$ cat config.mk
export PLATFORM = sky130hd
export DESIGN_NAME = fetch_queue_stage_flat
export DESIGN_NICKNAME = d
export VERILOG_FILES = /design/src/rtl/fetch_queue_stage_pkg.sv /design/src/rtl/fetch_queue_stage_if.sv /design/src/rtl/fetch_queue_stage_instruction_queue.sv /design/src/rtl/fetch_queue_stage.sv /design/src/flat_wrapper.sv
export SDC_FILE = /design/constraint.sdc
export NUM_CORES = 1
export LEC_CHECK = 0
export BUFFER_PORTS_ARGS = -buffer_cell sky130_fd_sc_hd__buf_2
export CAP_MARGIN = 20
export CELL_PAD_IN_SITES_DETAIL_PLACEMENT = 0
export CELL_PAD_IN_SITES_GLOBAL_PLACEMENT = 1
export CORE_UTILIZATION = 25
export CTS_CLUSTER_DIAMETER = 150
export CTS_CLUSTER_SIZE = 28
export DETAILED_ROUTE_END_ITERATION = 10
export PLACE_DENSITY_LB_ADDON = 0.1
export SLEW_MARGIN = 30
export SYNTH_ARGS = -nofsm -noshare
export SYNTH_HDL_FRONTEND = slang
export SYNTH_SLANG_ARGS = --single-unit
$ cat constraint.sdc
create_clock -name clk -period 2.63 [get_ports clk]
set_clock_uncertainty 0.1 [all_clocks]
set_input_delay 0.1315 -clock clk [delete_from_list [all_inputs] [get_ports clk]]
set_output_delay 0.1315 -clock clk [all_outputs]
set_load 0.01 [all_outputs]
$ cat src/rtl/fetch_queue_stage_pkg.sv
// Shared pipeline types for the fetch/decode boundary.
package fetch_queue_stage_pkg;

    typedef logic [31:0] addr_t;
    typedef logic [31:0] instr_t;
    typedef logic        bool_t;
    typedef logic        clock_t;

    // Canonical no-op (addi x0, x0, 0); shown on the output whenever no entry is valid.
    localparam instr_t NOP = 32'h0000_0013;

    localparam int DEFAULT_FETCH_STRIDE = 4;

    // One fetched instruction together with the address it came from.
    typedef struct packed {
        addr_t  pc;
        instr_t instruction;
    } fetch_entry_t;

endpackage

$ cat src/rtl/fetch_queue_stage_if.sv
// Bus bundle between the fetch queue stage, instruction memory, execute (redirect) and decode.
interface fetch_queue_stage_if #(
    parameter int QUEUE_DEPTH = 4
);
    import fetch_queue_stage_pkg::*;

    bool_t                         jump_enable;
    addr_t                         jump_address;
    addr_t                         imem_address;
    instr_t                        imem_instruction;
    bool_t                         out_valid;
    bool_t                         out_ready;
    instr_t                        out_instruction;
    addr_t                         out_pc;
    logic [$clog2(QUEUE_DEPTH):0]  queue_count;

    // Fetch stage side.
    modport master (
        input  jump_enable, jump_address, imem_instruction, out_ready,
        output imem_address, out_valid, out_instruction, out_pc, queue_count
    );

    // Environment side: memory, execute and decode.
    modport slave (
        output jump_enable, jump_address, imem_instruction, out_ready,
        input  imem_address, out_valid, out_instruction, out_pc, queue_count
    );

endinterface

$ cat src/rtl/fetch_queue_stage_instruction_queue.sv
// Synchronous FIFO of fetch entries; flush clears it in one cycle and beats a push.
module instruction_queue
    import fetch_queue_stage_pkg::*;
#(
    parameter int DEPTH = 4
) (
    input  logic                       clk,
    input  logic                       reset_n,
    input  logic                       flush,
    input  logic                       push,
    input  fetch_entry_t               push_data,
    input  logic                       pop,
    output fetch_entry_t               head_data,
    output logic [$clog2(DEPTH):0]     count,
    output logic                       empty,
    output logic                       full
);

    localparam int PTR_W = $clog2(DEPTH);
    localparam int CNT_W = PTR_W + 1;
    localparam logic [CNT_W-1:0] DEPTH_C = CNT_W'(DEPTH);

    fetch_entry_t     mem_reg [DEPTH];
    logic [PTR_W-1:0] head_reg;
    logic [PTR_W-1:0] tail_reg;
    logic [CNT_W-1:0] count_reg;
    logic [CNT_W-1:0] count_next;
    logic             do_push;
    logic             do_pop;

    assign empty = (count_reg == '0);
    assign full  = (count_reg == DEPTH_C);
    assign count = count_reg;

    // A pop on an empty queue is dropped; a push into a full queue only lands when the head leaves.
    assign do_pop  = pop & ~empty;
    assign do_push = push & (~full | do_pop);

    // Head slot read straight out of storage, so the output changes only on a clock edge.
    assign head_data = mem_reg[head_reg];

    // Occupancy after this cycle's push/pop.
    always_comb begin
        count_next = count_reg;
        case ({do_push, do_pop})
            2'b10:   count_next = count_reg + CNT_W'(1);
            2'b01:   count_next = count_reg - CNT_W'(1);
            default: count_next = count_reg;
        endcase
    end

    // Pointer and occupancy registers; flush drops every entry.
    always_ff @(posedge clk) begin
        if (!reset_n) begin
            head_reg  <= '0;
            tail_reg  <= '0;
            count_reg <= '0;
        end else if (flush) begin
            head_reg  <= '0;
            tail_reg  <= '0;
            count_reg <= '0;
        end else begin
            if (do_push) tail_reg <= tail_reg + PTR_W'(1);
            if (do_pop)  head_reg <= head_reg + PTR_W'(1);
            count_reg <= count_next;
        end
    end

    // Entry storage; contents need no reset because count gates visibility.
    always_ff @(posedge clk) begin
        if (reset_n && !flush && do_push) begin
            mem_reg[tail_reg] <= push_data;
        end
    end

endmodule

$ cat src/rtl/fetch_queue_stage.sv
// Fetch stage: PC register feeding instruction memory, with a prefetch queue towards decode.
module fetch_queue_stage
    import fetch_queue_stage_pkg::*;
#(
    parameter int    QUEUE_DEPTH  = 4,
    parameter addr_t RESET_PC     = 32'h0,
    parameter int    FETCH_STRIDE = DEFAULT_FETCH_STRIDE
) (
    input  logic                 clk,
    input  logic                 reset_n,
    fetch_queue_stage_if.master  bus
);

    localparam addr_t STRIDE = addr_t'(FETCH_STRIDE);

    addr_t                        pc_reg;
    fetch_entry_t                 push_data;
    fetch_entry_t                 head_data;
    logic [$clog2(QUEUE_DEPTH):0] q_count;
    logic                         q_empty;
    logic                         q_full;
    logic                         pop;
    logic                         push;

    // Handshake: decode takes the head when present; fetch refills whenever a slot is or becomes free.
    assign pop       = ~q_empty & bus.out_ready;
    assign push      = ~bus.jump_enable & (~q_full | pop);
    assign push_data = '{pc: pc_reg, instruction: bus.imem_instruction};

    instruction_queue #(
        .DEPTH (QUEUE_DEPTH)
    ) u_queue (
        .clk       (clk),
        .reset_n   (reset_n),
        .flush     (bus.jump_enable),
        .push      (push),
        .push_data (push_data),
        .pop       (pop),
        .head_data (head_data),
        .count     (q_count),
        .empty     (q_empty),
        .full      (q_full)
    );

    // PC register: reset beats redirect, redirect beats sequential advance.
    always_ff @(posedge clk) begin
        if (!reset_n) begin
            pc_reg <= RESET_PC;
        end else if (bus.jump_enable) begin
            pc_reg <= bus.jump_address;
        end else if (push) begin
            pc_reg <= pc_reg + STRIDE;
        end
    end

    // Output side: head entry, masked to NOP / pc 0 when the queue is empty.
    always_comb begin
        bus.imem_address    = pc_reg;
        bus.out_valid       = ~q_empty;
        bus.out_instruction = q_empty ? NOP : head_data.instruction;
        bus.out_pc          = q_empty ? addr_t'(0) : head_data.pc;
        bus.queue_count     = q_count;
    end

endmodule

$ cat src/flat_wrapper.sv
// flat-port wrapper written by rule: the top's interface ports become plain ports
module fetch_queue_stage_flat import fetch_queue_stage_pkg::*;
#(
    parameter int    QUEUE_DEPTH  = 4,
    parameter addr_t RESET_PC     = 32'h0,
    parameter int    FETCH_STRIDE = DEFAULT_FETCH_STRIDE
)
  (clk, reset_n, bus_jump_enable, bus_jump_address, bus_imem_instruction, bus_out_ready, bus_imem_address, bus_out_valid, bus_out_instruction, bus_out_pc, bus_queue_count);
  fetch_queue_stage_if #(.QUEUE_DEPTH(QUEUE_DEPTH)) bus_i ();
  input  logic clk;
  input  logic reset_n;
  input wire logic [$bits(bus_i.jump_enable)-1:0] bus_jump_enable;
  input wire logic [$bits(bus_i.jump_address)-1:0] bus_jump_address;
  input wire logic [$bits(bus_i.imem_instruction)-1:0] bus_imem_instruction;
  input wire logic [$bits(bus_i.out_ready)-1:0] bus_out_ready;
  output wire logic [$bits(bus_i.imem_address)-1:0] bus_imem_address;
  output wire logic [$bits(bus_i.out_valid)-1:0] bus_out_valid;
  output wire logic [$bits(bus_i.out_instruction)-1:0] bus_out_instruction;
  output wire logic [$bits(bus_i.out_pc)-1:0] bus_out_pc;
  output wire logic [$bits(bus_i.queue_count)-1:0] bus_queue_count;
  assign bus_i.jump_enable = bus_jump_enable;
  assign bus_i.jump_address = bus_jump_address;
  assign bus_i.imem_instruction = bus_imem_instruction;
  assign bus_i.out_ready = bus_out_ready;
  assign bus_imem_address = bus_i.imem_address;
  assign bus_out_valid = bus_i.out_valid;
  assign bus_out_instruction = bus_i.out_instruction;
  assign bus_out_pc = bus_i.out_pc;
  assign bus_queue_count = bus_i.queue_count;
  fetch_queue_stage #(.QUEUE_DEPTH(QUEUE_DEPTH), .RESET_PC(RESET_PC), .FETCH_STRIDE(FETCH_STRIDE)) u_core (.clk(clk), .reset_n(reset_n), .bus(bus_i));
endmodule
Word level (Yosys, flattened, before mapping):

Memory sizes are Yosys's and may differ from the RTL's. A register that Yosys moved wholly into a read port is not among the register bits.
Index checks and enable logic that the tools add are counted.

* bits in registers: 39
* memory bits (writable): 256
* input bits: 68
* output and inout port bits: 100
* logic and storage cells: 39
* memories kept: 1

* $add $sub $neg: 5
* eq/ne operators: 3
* muxes and demuxes: 9
* bitwise operators: 10
* reduce and logical (&&, ||, !) cells: 7

Memory list
* u_core.u_queue.mem_reg: depth 4, width 64, read ports 1, clocked after memory_dff 1, write ports 1, line fetch_queue_stage_instruction_queue.sv:23 `fetch_entry_t mem_reg [DEPTH];`

Operators by type and width (count)
* 32-bit 2-to-1 mux: 4
* 32-bit by 3-bit adder with 32-bit output, second input constant: 1
* 3-bit case mux with 2 select lines: 1
* 2-bit by 1-bit adder with 2-bit output, second input constant: 2
* 1-bit bitwise AND: 4
* 2-bit 2-to-1 mux: 2
* 1-bit inverter: 4
* 2-bit nonzero test: 2
* 3-bit by 1-bit adder with 3-bit output, second input constant: 1
* 3-bit == test, second input constant: 1
* 3-bit logical NOT: 1
* 3-bit by 1-bit subtractor with 3-bit output, second input constant: 1
* 2-bit by 1-bit == test with 1-bit output, second input constant: 1
* 2-bit == test, second input constant: 1
* 1-bit logical AND: 2
* 1-bit 2-to-1 mux: 2
* 1-bit bitwise OR: 2
* 2-bit OR reduction: 1
* 1-bit logical NOT: 1

Depth between registers and ports, before layout:

Gate-level depths: netlist of the first run.

* depth after elaboration: 9
* depth in mapped cells: 11
* gate-level depth less buffers: 9

Hierarchy:

Synthesis of the first run repeated with hierarchy kept, for this count alone.

* cells, all modules: 714
* area, all modules: 12196.7 µm²

Modules (own cells, without submodules)
* instruction_queue: times used 1, cells an instance 401, area an instance 9779.4 µm², sequential area each 7867.5 µm²
* fetch_queue_stage: times used 1, cells an instance 313, area an instance 2417.3 µm², sequential area each 640.6 µm²

Least setup slack after synthesis of the first run:

OpenSTA, ideal clock, no wires.

* path type: flip-flop to flip-flop
* start: register u_core.u_queue.count_reg[0], in the netlist u_core.u_queue.count[0]
* end: memory u_core.u_queue.mem_reg[2][0] in the netlist's numbering, enable pin
* library setup time: 0.429 ns
* arrival time: 2.397 ns
* required time: 2.101 ns
* path slack: -0.296 ns
* cell stages (with the launch flop): 4
* buffers on the path: 0
* clock period less this slack: 2.926 ns
* cells stage by stage: dfxtp_1 nor4b_4 nor2_1 and2_1

* cells in the longest elaborated chain, start to end: 9
* elaborated cells between the ends (all ways): 13
* those cells by class: eq/ne (1); mux (2); bitwise (8); reduce/logical (2)

Ends and longest elaborated chain
* from (decl): line fetch_queue_stage_instruction_queue.sv:26 `logic [CNT_W-1:0] count_reg;`
* from (signal assigned): line fetch_queue_stage_instruction_queue.sv:65 `count_reg <= count_next;`
* 3-bit logical NOT: line fetch_queue_stage_instruction_queue.sv:31 `assign empty = (count_reg == '0);`
* 1-bit inverter: line fetch_queue_stage_instruction_queue.sv:36, fetch_queue_stage.sv:26
* 1-bit bitwise AND: line fetch_queue_stage.sv:26 `assign pop = ~q_empty & bus.out_ready;`
* 1-bit bitwise OR or 1-bit bitwise AND (tied branches): line fetch_queue_stage.sv:27, fetch_queue_stage_instruction_queue.sv:36
* 1-bit bitwise AND or 1-bit bitwise OR (tied branches): line fetch_queue_stage.sv:27, fetch_queue_stage_instruction_queue.sv:37
* 1-bit bitwise AND (*): line fetch_queue_stage_instruction_queue.sv:37 `assign do_push = push & (~full | do_pop);`
* 1-bit logical AND (*): line fetch_queue_stage_instruction_queue.sv:71 `if (reset_n && !flush && do_push) begin`
* 1-bit 2-to-1 mux (*): line fetch_queue_stage_instruction_queue.sv:71
* 1-bit 2-to-1 mux (not written as such) (*): line fetch_queue_stage_instruction_queue.sv:72 `mem_reg[tail_reg] <= push_data;`
* to (decl): line fetch_queue_stage_instruction_queue.sv:23

Every way passes the cells marked *; elsewhere a longest branch is shown, timed or not.

==> flow_summary.json, run 1 <==
{
  "dieWidth_um": 219,
  "timing.final.max_slew_violations": 0,
  "placement.io_buffers": 167,
  "vias_per_cell": 4.39,
  "crit_path_max_fanout": 26,
  "maxSlewHeadroom_pct": 53.1,
  "wirelength_mm": 31.2,
  "floorplan_die_area_um2": 48100,
  "inserted_clock_buffers": 14,
  "timing.critical_path.from_type": "register",
  "yosysTopAreaCell": "sky130_fd_sc_hd__edfxtp_1",
  "final.period_utilization_pct": 94.6,
  "yosysWarningCount": 0,
  "synthesis.area_per_instance_um2": 17.8,
  "drt_iter0_markers": 336,
  "fin_cells": 1529,
  "detail-route-antenna-nets": 0,
  "cellLeakagePower_nw": 5.08,
  "postSynthRegisterBits": 297,
  "gp_routability_congestion": 0.716,
  "timing.final.hold_violations": 0,
  "timing.critical_path.slowest_stage_cell": "sky130_fd_sc_hd__dfxtp_4",
  "root_buffer": "sky130_fd_sc_hd__clkbuf_16",
  "wl_cell_um": 20.4,
  "worst_hold_path_type": "input port to register",
  "power.density_cell_area_nw_per_um2": 584,
  "finalCoreUtilization_pct": 31.7,
  "io_pins": 168,
  "finalSetupViolations": 0,
  "clock_sinks": 297,
  "routed_via_count": 6712,
  "post_synth_inst_count": 663,
  "worst_hold_startpoint": "bus_jump_enable",
  "rsz_0062_raised_after_global_routing": "no",
  "rr_worst_depth": 8,
  "min_delay_path_depth": 5,
  "grt_pass1_wl_mm": 46.9,
  "arrival_ns": 2.26,
  "grt_max_degree": 63,
  "path_clk_slew_ns": 0.11,
  "max_freq_ghz": 0.402,
  "yosys.area.top_type_share_pct": 65.1,
  "outcome": "completed",
  "synth.area.top_cells": "sky130_fd_sc_hd__edfxtp_1 65%, sky130_fd_sc_hd__mux4_2 12%, sky130_fd_sc_hd__dfxtp_1 6.9%",
  "overall_global_routing_usage_pct": 13.1,
  "drt_pre_antenna_iters": 6,
  "insertion_delay_ns": 0.51,
  "synth_sequential_area_ratio_pct": 72.0,
  "deepest_level_of_the_cts_h_tree": 1,
  "core_um2": 46600,
  "largest_reg_flops": 256,
  "finish.instance_area_um2": 14800,
  "multi_input_comb_area_um2": 3170,
  "syn_to_final_growth_pct": 24.9,
  "cp-end-kind": "output port",
  "antenna_violations_before_repair": 1,
  "register_area_um2": 8520,
  "req_time_crit_path_ns": 2.40,
  "critical_path_class": "register to output port",
  "std_cell_rows": 79,
  "floorplan.die.height_um": 219,
  "grt-ovfl-total": 0,
  "syn-num-nets": 738,
  "finalCriticalPeriod_ns": 2.49,
  "tritoncts": "yes",
  "tightest_slew_ns": 0.703,
  "placedInstanceArea_um2": 13700,
  "post_route_cells_drive_above_1_share_pct": 32.5,
  "yosysUniqueCellTypes": 37,
  "max-clock-path-buffers": 3,
  "setup_tns_ns": 0,
  "via_count_of_the_first_global_routing_pass": 7322,
  "worst_ir_drop_vdd_mv": 0.327,
  "placedCellCount": 1440,
  "syn-cell-area_um2": 11800,
  "finalNetCount": 989,
  "start_util_pct": 25.4,
  "critical-path-max-stage-delay_ns": 0.69,
  "diodes": 0,
  "drc": 0,
  "worstPathCellList": "buf_4, mux4_2, and2_1, buf_2",
  "critical_path.reg2reg.startpoint": "u_core.u_queue.count[2]$_SDFFE_PP0P_",
  "dp_hpwl_mm": 20.9,
  "max_cap_violations": 0,
  "fillerInstances": 4637
}
==> placed cells by master (no fill, tap or decap), types with 10 or more instances in the layout <==
master	synthesis	final
sky130_fd_sc_hd__edfxtp_1	256	256
sky130_fd_sc_hd__xnor2_1	15	15
sky130_fd_sc_hd__xor2_1	18	18
sky130_fd_sc_hd__buf_4	0	24
sky130_fd_sc_hd__nand4_1	10	10
sky130_fd_sc_hd__mux4_2	64	64
sky130_fd_sc_hd__o21ai_0	29	29
sky130_fd_sc_hd__dfxtp_1	41	39
sky130_fd_sc_hd__buf_12	0	10
sky130_fd_sc_hd__clkbuf_16	0	15
sky130_fd_sc_hd__dlygate4sd3_1	0	65
sky130_fd_sc_hd__a21oi_1	28	28
sky130_fd_sc_hd__buf_2	8	167
sky130_fd_sc_hd__nor2_1	11	11
sky130_fd_sc_hd__nand2_1	23	23
sky130_fd_sc_hd__and2_1	70	66
==> logic make-up (layout without fill, tap and decap cells) <==
logic type | count (synthesis) | after routing | synth area share [%]
adder cells (fa/ha/maj) | 7 | 7 | 0.805
flip-flops | 297 | 297 | 72.0
XOR/XNOR | 33 | 33 | 2.45
buffers and inverters | 38 | 297 | 1.29
AND/OR/NAND/NOR | 162 | 162 | 8.44
AO/OA/AOI/OAI | 60 | 60 | 2.65
multiplexers | 66 | 66 | 12.4
==> critical path, delay by kind of cell (launching register included) <==
kind,cells,cell delay (ns)
muxes,1,0.38
buffers and inverters,2,0.50
DFF,1,0.69
and+or+nand+nor,1,0.17
==> what timing repair did <==
item,CTS,global route
hold buffers,65,0
gates resized for setup,0,1
endpoints found under the hold margin,169,0
endpoints found under the setup margin,0,61
buffers inserted,0,0
==> stage by stage <==
step	setup slack [ns]	hold slack (ns)	total power, mW
after floorplan	0.161	0.130	5.74
after global placement	0.298	0.244	6.10
after detailed placement	0.225	0.252	6.13
after CTS	0.0382	0.0274	8.80
after global routing	0.0211	0.0797	8.97
final	0.143	0.0515	8.63
==> metal layers <==
layer / global-route usage, % / routed length (µm) / up-vias
li1: - / - / 3073
met1: 17.6 / 14300 / 3471
met2: 22.6 / 15200 / 144
met3: 1.64 / 1150 / 24
met4: 2.71 / 621 / 0
met5: 0 / 0 / -
==> report_power, final <==
part           total (mW)  leakage (nW)  internal [mW]  switching [mW]
sequential           5.32          2.68           5.24          0.0851
clock                2.56         0.201           1.09            1.47
combinational       0.745          2.19          0.349           0.396
total                8.63          5.08           6.67            1.95
==> layout make-up <==
type | instances | area share, %
clock inverters | 1 | 0.110
well taps | 607 | 5.15
inverters | 7 | 0.178
clock buffers | 23 | 2.75
repair buffers | 266 | 12.6
flip-flops and latches | 297 | 57.7
multi-input cells | 328 | 21.5
==> Yosys cell counts (all sizes together) <==
library cell  count
fa                1
nand2            24
or2               3
a22o              2
dfxtp            41
nor4b             2
clkbuf           23
o21ai            29
nand3             8
nor2             11
xor2             18
nand2b            1
a21oi            28
mux2i             2
mux4             64
nor4              8
nand4b            1
and2             70
nand4            11
and3              9
nor3              4
buf               8
or4b              1
ha                6
inv               7
xnor2            15
o211a             1
nor2b             3
and4              5
or3               1
edfxtp          256
==> path summary, 6_finish.rpt <==
| kind | to | slack [ns] |
|---|---|---|
| worst max register to register | u_core.u_queue.count[2]$_SDFFE_PP0P_ | 0.18 |
| worst min-delay path | register | 0.05 |
| worst min register to register | u_core.u_queue.tail_reg[1]$_SDFFE_PP0P_ | 0.43 |
| worst max-delay path | bus_out_instruction[11] | 0.14 |
Note: power is estimated with default switching activity, not from simulation.
==> inputs of run 2 (changes only) <==
Settings changed: ABC_AREA from default to 1.
==> flow_summary.json, run 2 <==
{
  "drc": 0,
  "layout.cells.most_common": "sky130_fd_sc_hd__nor2_1",
  "antenna_violations_before_repair": 0,
  "floorplan.die.height_um": 226,
  "inserted_clock_buffers": 14,
  "synth_async_sr_flop_share_pct": 0,
  "finalWorstSetupSlack_ns": 0.206,
  "max_cap_violations": 0,
  "wl_cell_um": 18.4,
  "max_freq_ghz": 0.412,
  "gr-usage-met2_pct": 25.6,
  "post_synth_inst_count": 1182,
  "groute.layer.met1.usage_pct": 21.0,
  "drt_pre_antenna_iters": 5,
  "rr_worst_depth": 8,
  "dieWidth_um": 226,
  "timing.final.max_slew_violations": 0,
  "worstSetupPathDepth": 6,
  "root_buffer": "sky130_fd_sc_hd__clkbuf_16",
  "routed_via_count": 9083,
  "synthXorXnorAreaFrac_pct": 0.687,
  "whs_ns": 0.0103,
  "final.period_utilization_pct": 92.2,
  "worstPathBufferInverterCount": 3,
  "post_route_cells_drive_above_1_share_pct": 18.9,
  "timing.final.hold_violations": 0,
  "timing.critical_path.from_type": "register",
  "drt_iter0_markers": 487,
  "grtUsageMet3_pct": 1.55,
  "critical_path_class": "register to output port",
  "std_cell_rows": 81,
  "synthesis.area_per_instance_um2": 10.6,
  "deepest_level_of_the_cts_h_tree": 1,
  "worst_hold_path.endpoint": "u_core.bus.imem_address[1]$_SDFFE_PN0P_",
  "yosysUniqueCellTypes": 36,
  "placedCellCount": 1998,
  "finalCriticalPeriod_ns": 2.42,
  "critical_path.top_delay_family": "buffers and inverters",
  "synth_common_cells": "296 x sky130_fd_sc_hd__nor2_1, 256 x sky130_fd_sc_hd__edfxtp_1, 150 x sky130_fd_sc_hd__o21ai_0",
  "tightest_slew_ns": 0.566,
  "worstReg2RegEnd": "u_core.bus.imem_address[10]$_SDFFE_PN0N_",
  "yosys-mux-area-fraction_pct": 0,
  "via_count_of_the_first_global_routing_pass": 9205,
  "layout.cells.most_common_list": "292 x sky130_fd_sc_hd__nor2_1, 256 x sky130_fd_sc_hd__edfxtp_1, 167 x sky130_fd_sc_hd__buf_2",
  "io_pins": 168,
  "grt-ovfl-total": 0,
  "outcome": "completed",
  "detail-route-antenna-nets": 0,
  "largest_reg_flops": 256,
  "arrival_ns": 2.19,
  "postSynthRegisterBits": 297,
  "cp-end-kind": "output port",
  "synth_sequential_area_ratio_pct": 67.7,
  "critical_path.reg2reg.startpoint": "u_core.u_queue.count[1]$_SDFFE_PP0P_",
  "synth_top_family_by_area": "simple AND/OR/NAND/NOR gates",
  "diodes": 0,
  "synth-simple-area-share_pct": 16.1,
  "worst_hold_startpoint": "bus_jump_enable",
  "floorplan_die_area_um2": 51200,
  "worst_hold_path_type": "input port to register",
  "syn-num-nets": 1257,
  "maxSlewHeadroom_pct": 62.2,
  "path_clk_slew_ns": 0.10,
  "yosysWarningCount": 0,
  "grt_busiest_layer": "met2",
  "vias_per_cell": 4.33,
  "fin_cells": 2099,
  "min_delay_path_depth": 3,
  "wirelength_mm": 38.6,
  "syn_to_final_growth_pct": 24.8,
  "clock_sinks": 297,
  "worstPathCellList": "inv_2, buf_12, nor2_1, o21ai_0, a21oi_1, buf_2",
  "power.density_cell_area_nw_per_um2": 552,
  "finalSetupViolations": 0,
  "synth-compound-area-share_pct": 10.8,
  "dp_hpwl_mm": 24.7,
  "critical-path-max-stage-delay_ns": 0.51,
  "insertion_delay_ns": 0.51,
  "syn-cell-area_um2": 12600,
  "count_of_flip_flops_with_a_built_in_enable_after_synthesis": 256,
  "gp_routability_congestion": 0.728,
  "reg_to_reg_slack_setup_ns": 0.41,
  "max-clock-path-buffers": 3,
  "grt_pass1_wl_mm": 58.0,
  "crit_path_max_fanout": 46,
  "grt_max_degree": 67,
  "timing.critical_path.slowest_stage_cell": "sky130_fd_sc_hd__dfxtp_4",
  "synth.area.top_cells": "sky130_fd_sc_hd__edfxtp_1 61%, sky130_fd_sc_hd__nor2_1 8.8%, sky130_fd_sc_hd__dfxtp_1 6.5%",
  "synthFlopType": "sky130_fd_sc_hd__edfxtp_1",
  "rsz_0062_raised_after_global_routing": "no",
  "yosys.area_share.adder_pct": 0.757,
  "placement.io_buffers": 167,
  "finalNetCount": 1507,
  "tritoncts": "yes",
  "worst_ir_drop_vdd_mv": 0.349,
  "most_common_cell_in_the_netlist": "sky130_fd_sc_hd__nor2_1",
  "start_util_pct": 25.5,
  "req_time_crit_path_ns": 2.40,
  "cellLeakagePower_nw": 5.80,
  "overall_global_routing_usage_pct": 15.1,
  "totalPowerFinal_mw": 8.65,
  "place_ws_ns": 0.466,
  "yosysTopAreaCell": "sky130_fd_sc_hd__edfxtp_1",
  "core_um2": 49300,
  "yosys.area.top_type_share_pct": 61.2
}
run 2: cell count changes in the layout (fill, tap and decap cells not counted), moves of 13 or more:
cell                            before  now
sky130_fd_sc_hd__nor2_1             11  292
sky130_fd_sc_hd__o21ai_0            29  150
sky130_fd_sc_hd__nand2_1            23  133
sky130_fd_sc_hd__and2_1             66    0
sky130_fd_sc_hd__mux4_2             64    0
sky130_fd_sc_hd__a21oi_1            28   86
sky130_fd_sc_hd__inv_1               6   56
sky130_fd_sc_hd__nand3_1             7   28
sky130_fd_sc_hd__dlygate4sd3_1      65   80
sky130_fd_sc_hd__xor2_1             18    5
run 2: worst min-delay path: stages:
cell,delay (ns)
sky130_fd_sc_hd__buf_2,0.17
sky130_fd_sc_hd__o21ai_0,0.21
sky130_fd_sc_hd__nor2_1,0.05
run 2: layout make-up:
| type | instances | area (µm²) |
|---|---|---|
| Fill cell | 5218 | 33600 |
| Sequential cell | 297 | 8520 |
| Multi-Input combinational cell | 764 | 3580 |
| Timing Repair Buffer | 291 | 2100 |
| Tap cell | 664 | 831 |
| Clock buffer | 18 | 387 |
| Inverter | 64 | 244 |
| Clock inverter | 1 | 16.3 |
run 2: worst max path at each step:
stage,startpoint,endpoint,slack [ns]
2_1_floorplan,u_core.u_queue.count[1]$_SDFFE_PP0P_,u_core.u_queue.mem_reg[0][0]$_DFFE_PP_,-0.59
3_3_place_gp,u_core.u_queue.count[0]$_SDFFE_PP0P_,u_core.u_queue.count[2]$_SDFFE_PP0P_,0.42
3_5_place_dp,u_core.u_queue.count[1]$_SDFFE_PP0P_,u_core.u_queue.mem_reg[3][10]$_DFFE_PP_,0.47
4_1_cts,register,bus_out_pc[17],0.008
5_1_grt,register,bus_out_instruction[29],0.1
6_report,register,bus_out_pc[18],0.21
run 2: routing by layer:
layer | routed length, µm | share of wire [%] | vias to the layer above
met5 | 0 | 0 | -
met4 | 469 | 1.2 | 0
met3 | 1150 | 3.0 | 24
met2 | 18400 | 48 | 162
met1 | 18600 | 48 | 4367
li1 | - | - | 4530
run 2: power by group:
part           switching (mW)  internal, mW  leakage [nW]
logic                   0.483         0.310          2.94
registers              0.0869          5.23          2.66
clock network            1.48          1.06         0.195
total                    2.04          6.60          5.80
run 2: timing repair:
action | in CTS | in global routing
endpoints found under the setup margin | 0 | 8
hold endpoints to repair | 169 | 0
hold buffers | 80 | 0
setup buffers | 0 | 2
resized for setup | 0 | 0
run 2: logic make-up (layout without fill, tap and decap cells):
logic type | Yosys count | after routing
simple gates | 489 | 489
buf+inv | 121 | 374
xor+xnor | 9 | 9
fa+ha+maj | 7 | 7
flops | 297 | 297
compound gates | 259 | 259
run 2: metrics by stage:
step                setup TNS [ns]  util, %  area (µm²)
floorplan                  -152.02        -       12600
global placement                 0     29.3       14500
detailed placement               0     29.3       14500
CTS                              0     31.8       15700
global route                     0     31.8       15700
finish                           0     31.8       15700
==> inputs of run 3 (changes only) <==
Settings changed: CELL_PAD_IN_SITES_DETAIL_PLACEMENT 0 to 1.
==> flow_summary.json, run 3 (synthesized netlist as in run 2, its figures left out) <==
{
  "start_util_pct": 25.5,
  "placedCellCount": 1998,
  "fin_cells": 2107,
  "tritoncts": "yes",
  "netSwitchingPower_mw": 2.12,
  "core_um2": 49300,
  "max_freq_ghz": 0.416,
  "rr_worst_depth": 8,
  "finish.instance_area_um2": 15700,
  "clock_power_share_pct": 30.1,
  "final.period_utilization_pct": 91.4,
  "io_pins": 168,
  "floorplan_die_area_um2": 51200,
  "worst_hold_path.endpoint": "u_core.u_queue.mem_reg[2][0]$_DFFE_PP_",
  "tightest_slew_ns": 0.577,
  "maxSlewHeadroom_pct": 61.5,
  "finalCoreUtilization_pct": 31.9,
  "setup_tns_ns": 0,
  "largest_reg_flops": 256,
  "drt_pre_antenna_iters": 6,
  "via_count_of_the_first_global_routing_pass": 9920,
  "post_route_cells_drive_above_1_share_pct": 18.8,
  "power.switching_fraction_pct": 24.2,
  "path_clk_slew_ns": 0.11,
  "grt_pass1_wl_mm": 60.7,
  "finalNetCount": 1510,
  "reg_to_reg_slack_setup_ns": 0.39,
  "clock_sinks": 297,
  "detail-route-antenna-nets": 0,
  "cts_resized": 0,
  "inserted_clock_buffers": 14,
  "placedInstanceArea_um2": 14500,
  "std_cell_rows": 81,
  "floorplan.die.height_um": 226,
  "cp-end-kind": "output port",
  "critical_path.reg2reg.startpoint": "u_core.u_queue.count[1]$_SDFFE_PP0P_",
  "gp_routability_congestion": 0.728,
  "grt-ovfl-total": 0,
  "diodes": 0,
  "worst_ir_drop_vdd_mv": 0.307,
  "vias_per_cell": 4.41,
  "power.density_cell_area_nw_per_um2": 557,
  "dieWidth_um": 226,
  "wl_cell_um": 18.9,
  "layout.cells.most_common_list": "292 x sky130_fd_sc_hd__nor2_1, 256 x sky130_fd_sc_hd__edfxtp_1, 167 x sky130_fd_sc_hd__buf_2",
  "timing.final.hold_violations": 0,
  "finalCriticalPeriod_ns": 2.40,
  "placement.io_buffers": 167,
  "fillerInstances": 5620,
  "grt_max_degree": 67,
  "timing.final.max_slew_violations": 0,
  "drt_iter0_markers": 439,
  "dp_hpwl_mm": 25.7,
  "crit_path_max_fanout": 42,
  "deepest_level_of_the_cts_h_tree": 1,
  "drc": 0,
  "arrival_ns": 2.17,
  "worst_hold_path_type": "input port to register",
  "wirelength_mm": 39.9,
  "timing.critical_path.from_type": "register",
  "min_delay_path_depth": 2,
  "routed_via_count": 9293,
  "max-clock-path-buffers": 3,
  "layout.cells.most_common": "sky130_fd_sc_hd__nor2_1",
  "rsz_0062_raised_after_global_routing": "no",
  "outcome": "completed",
  "power.internal_mw": 6.64,
  "critical_path_class": "register to output port",
  "max_cap_violations": 0,
  "power_frac_seq_pct": 60.7,
  "req_time_crit_path_ns": 2.40,
  "cellLeakagePower_nw": 5.82,
  "root_buffer": "sky130_fd_sc_hd__clkbuf_16",
  "multi_input_comb_area_um2": 3580,
  "p_comb_share_pct": 9.1,
  "register_area_um2": 8520,
  "insertion_delay_ns": 0.52,
  "overall_global_routing_usage_pct": 15.7,
  "syn_to_final_growth_pct": 25.2,
  "totalPowerFinal_mw": 8.76,
  "antenna_violations_before_repair": 0,
  "worst_hold_startpoint": "bus_imem_instruction[0]",
  "worstReg2RegEnd": "u_core.bus.imem_address[10]$_SDFFE_PN0N_",
  "finalSetupViolations": 0
}
-- run 3: cell types whose count changed in the layout (fill, tap and decap cells not counted), sizes merged --
cell,previous run,this run
dlygate4sd3,80,83
clkbuf,18,23
-- run 3: through the flow --
step	worst slack, ns	hold slack, ns
3_5_place_dp	0.439	0.260
2_1_floorplan	-0.594	0.130
6_report	0.227	0.273
5_1_grt	0.0360	0.263
4_1_cts	0.0165	0.244
3_3_place_gp	0.424	0.253
-- run 3: critical path, cell delays in order (launching register included) --
cell and delay, ns:
sky130_fd_sc_hd__dfxtp_4 0.44, sky130_fd_sc_hd__clkinv_2 0.11, sky130_fd_sc_hd__buf_4 0.39, sky130_fd_sc_hd__nor2_1 0.08
sky130_fd_sc_hd__o311ai_0 0.38, sky130_fd_sc_hd__buf_2 0.22
-- run 3: repair_timing --
item | 4_1_cts | 5_1_grt
endpoints found under the hold margin | 169 | 0
hold buffers | 83 | 0
setup endpoints to repair | 0 | 9
buffers inserted | 0 | 2
-- run 3: power groups by stage --
stage                     logic [mW]  clock network (mW)  registers [mW]
after detailed placement       0.725                   0            5.43
after floorplan                0.323                   0            5.42
after global routing           0.897                2.89            5.34
after CTS                      0.823                2.76            5.33
final                          0.800                2.64            5.32
after global placement         0.723                   0            5.43
-- run 3: worst max path at each step --
stage	start	end	slack, ns	cells past startpoint
after global placement	u_core.u_queue.count[0]$_SDFFE_PP0P_	u_core.u_queue.count[2]$_SDFFE_PP0P_	0.42	10
after detailed placement	u_core.u_queue.count[1]$_SDFFE_PP0P_	u_core.u_queue.mem_reg[3][11]$_DFFE_PP_	0.44	7
after CTS	register	bus_out_pc[17]	0.02	6
final	register	bus_out_instruction[1]	0.23	5
after global routing	register	bus_out_instruction[4]	0.04	5
after floorplan	u_core.u_queue.count[1]$_SDFFE_PP0P_	u_core.u_queue.mem_reg[0][0]$_DFFE_PP_	-0.59	6
-- run 3: cell type report --
| cell class | instances | share of cell area [%] |
|---|---|---|
| multi-input cells | 764 | 22.8 |
| clock buffers | 23 | 2.58 |
| well taps | 664 | 5.28 |
| repair buffers | 294 | 13.5 |
| inverters | 64 | 1.55 |
| clock inverters | 1 | 0.103 |
| flip-flops and latches | 297 | 54.2 |
-- run 3: metal layers --
layer / up-vias / GRT usage (%) / part of all wire [%]
li1: 4534 / - / -
met1: 4597 / 21.9 / 48
met2: 140 / 26.6 / 47
met3: 22 / 1.61 / 3.2
met4: 0 / 2.18 / 0.93
met5: - / 0 / 0
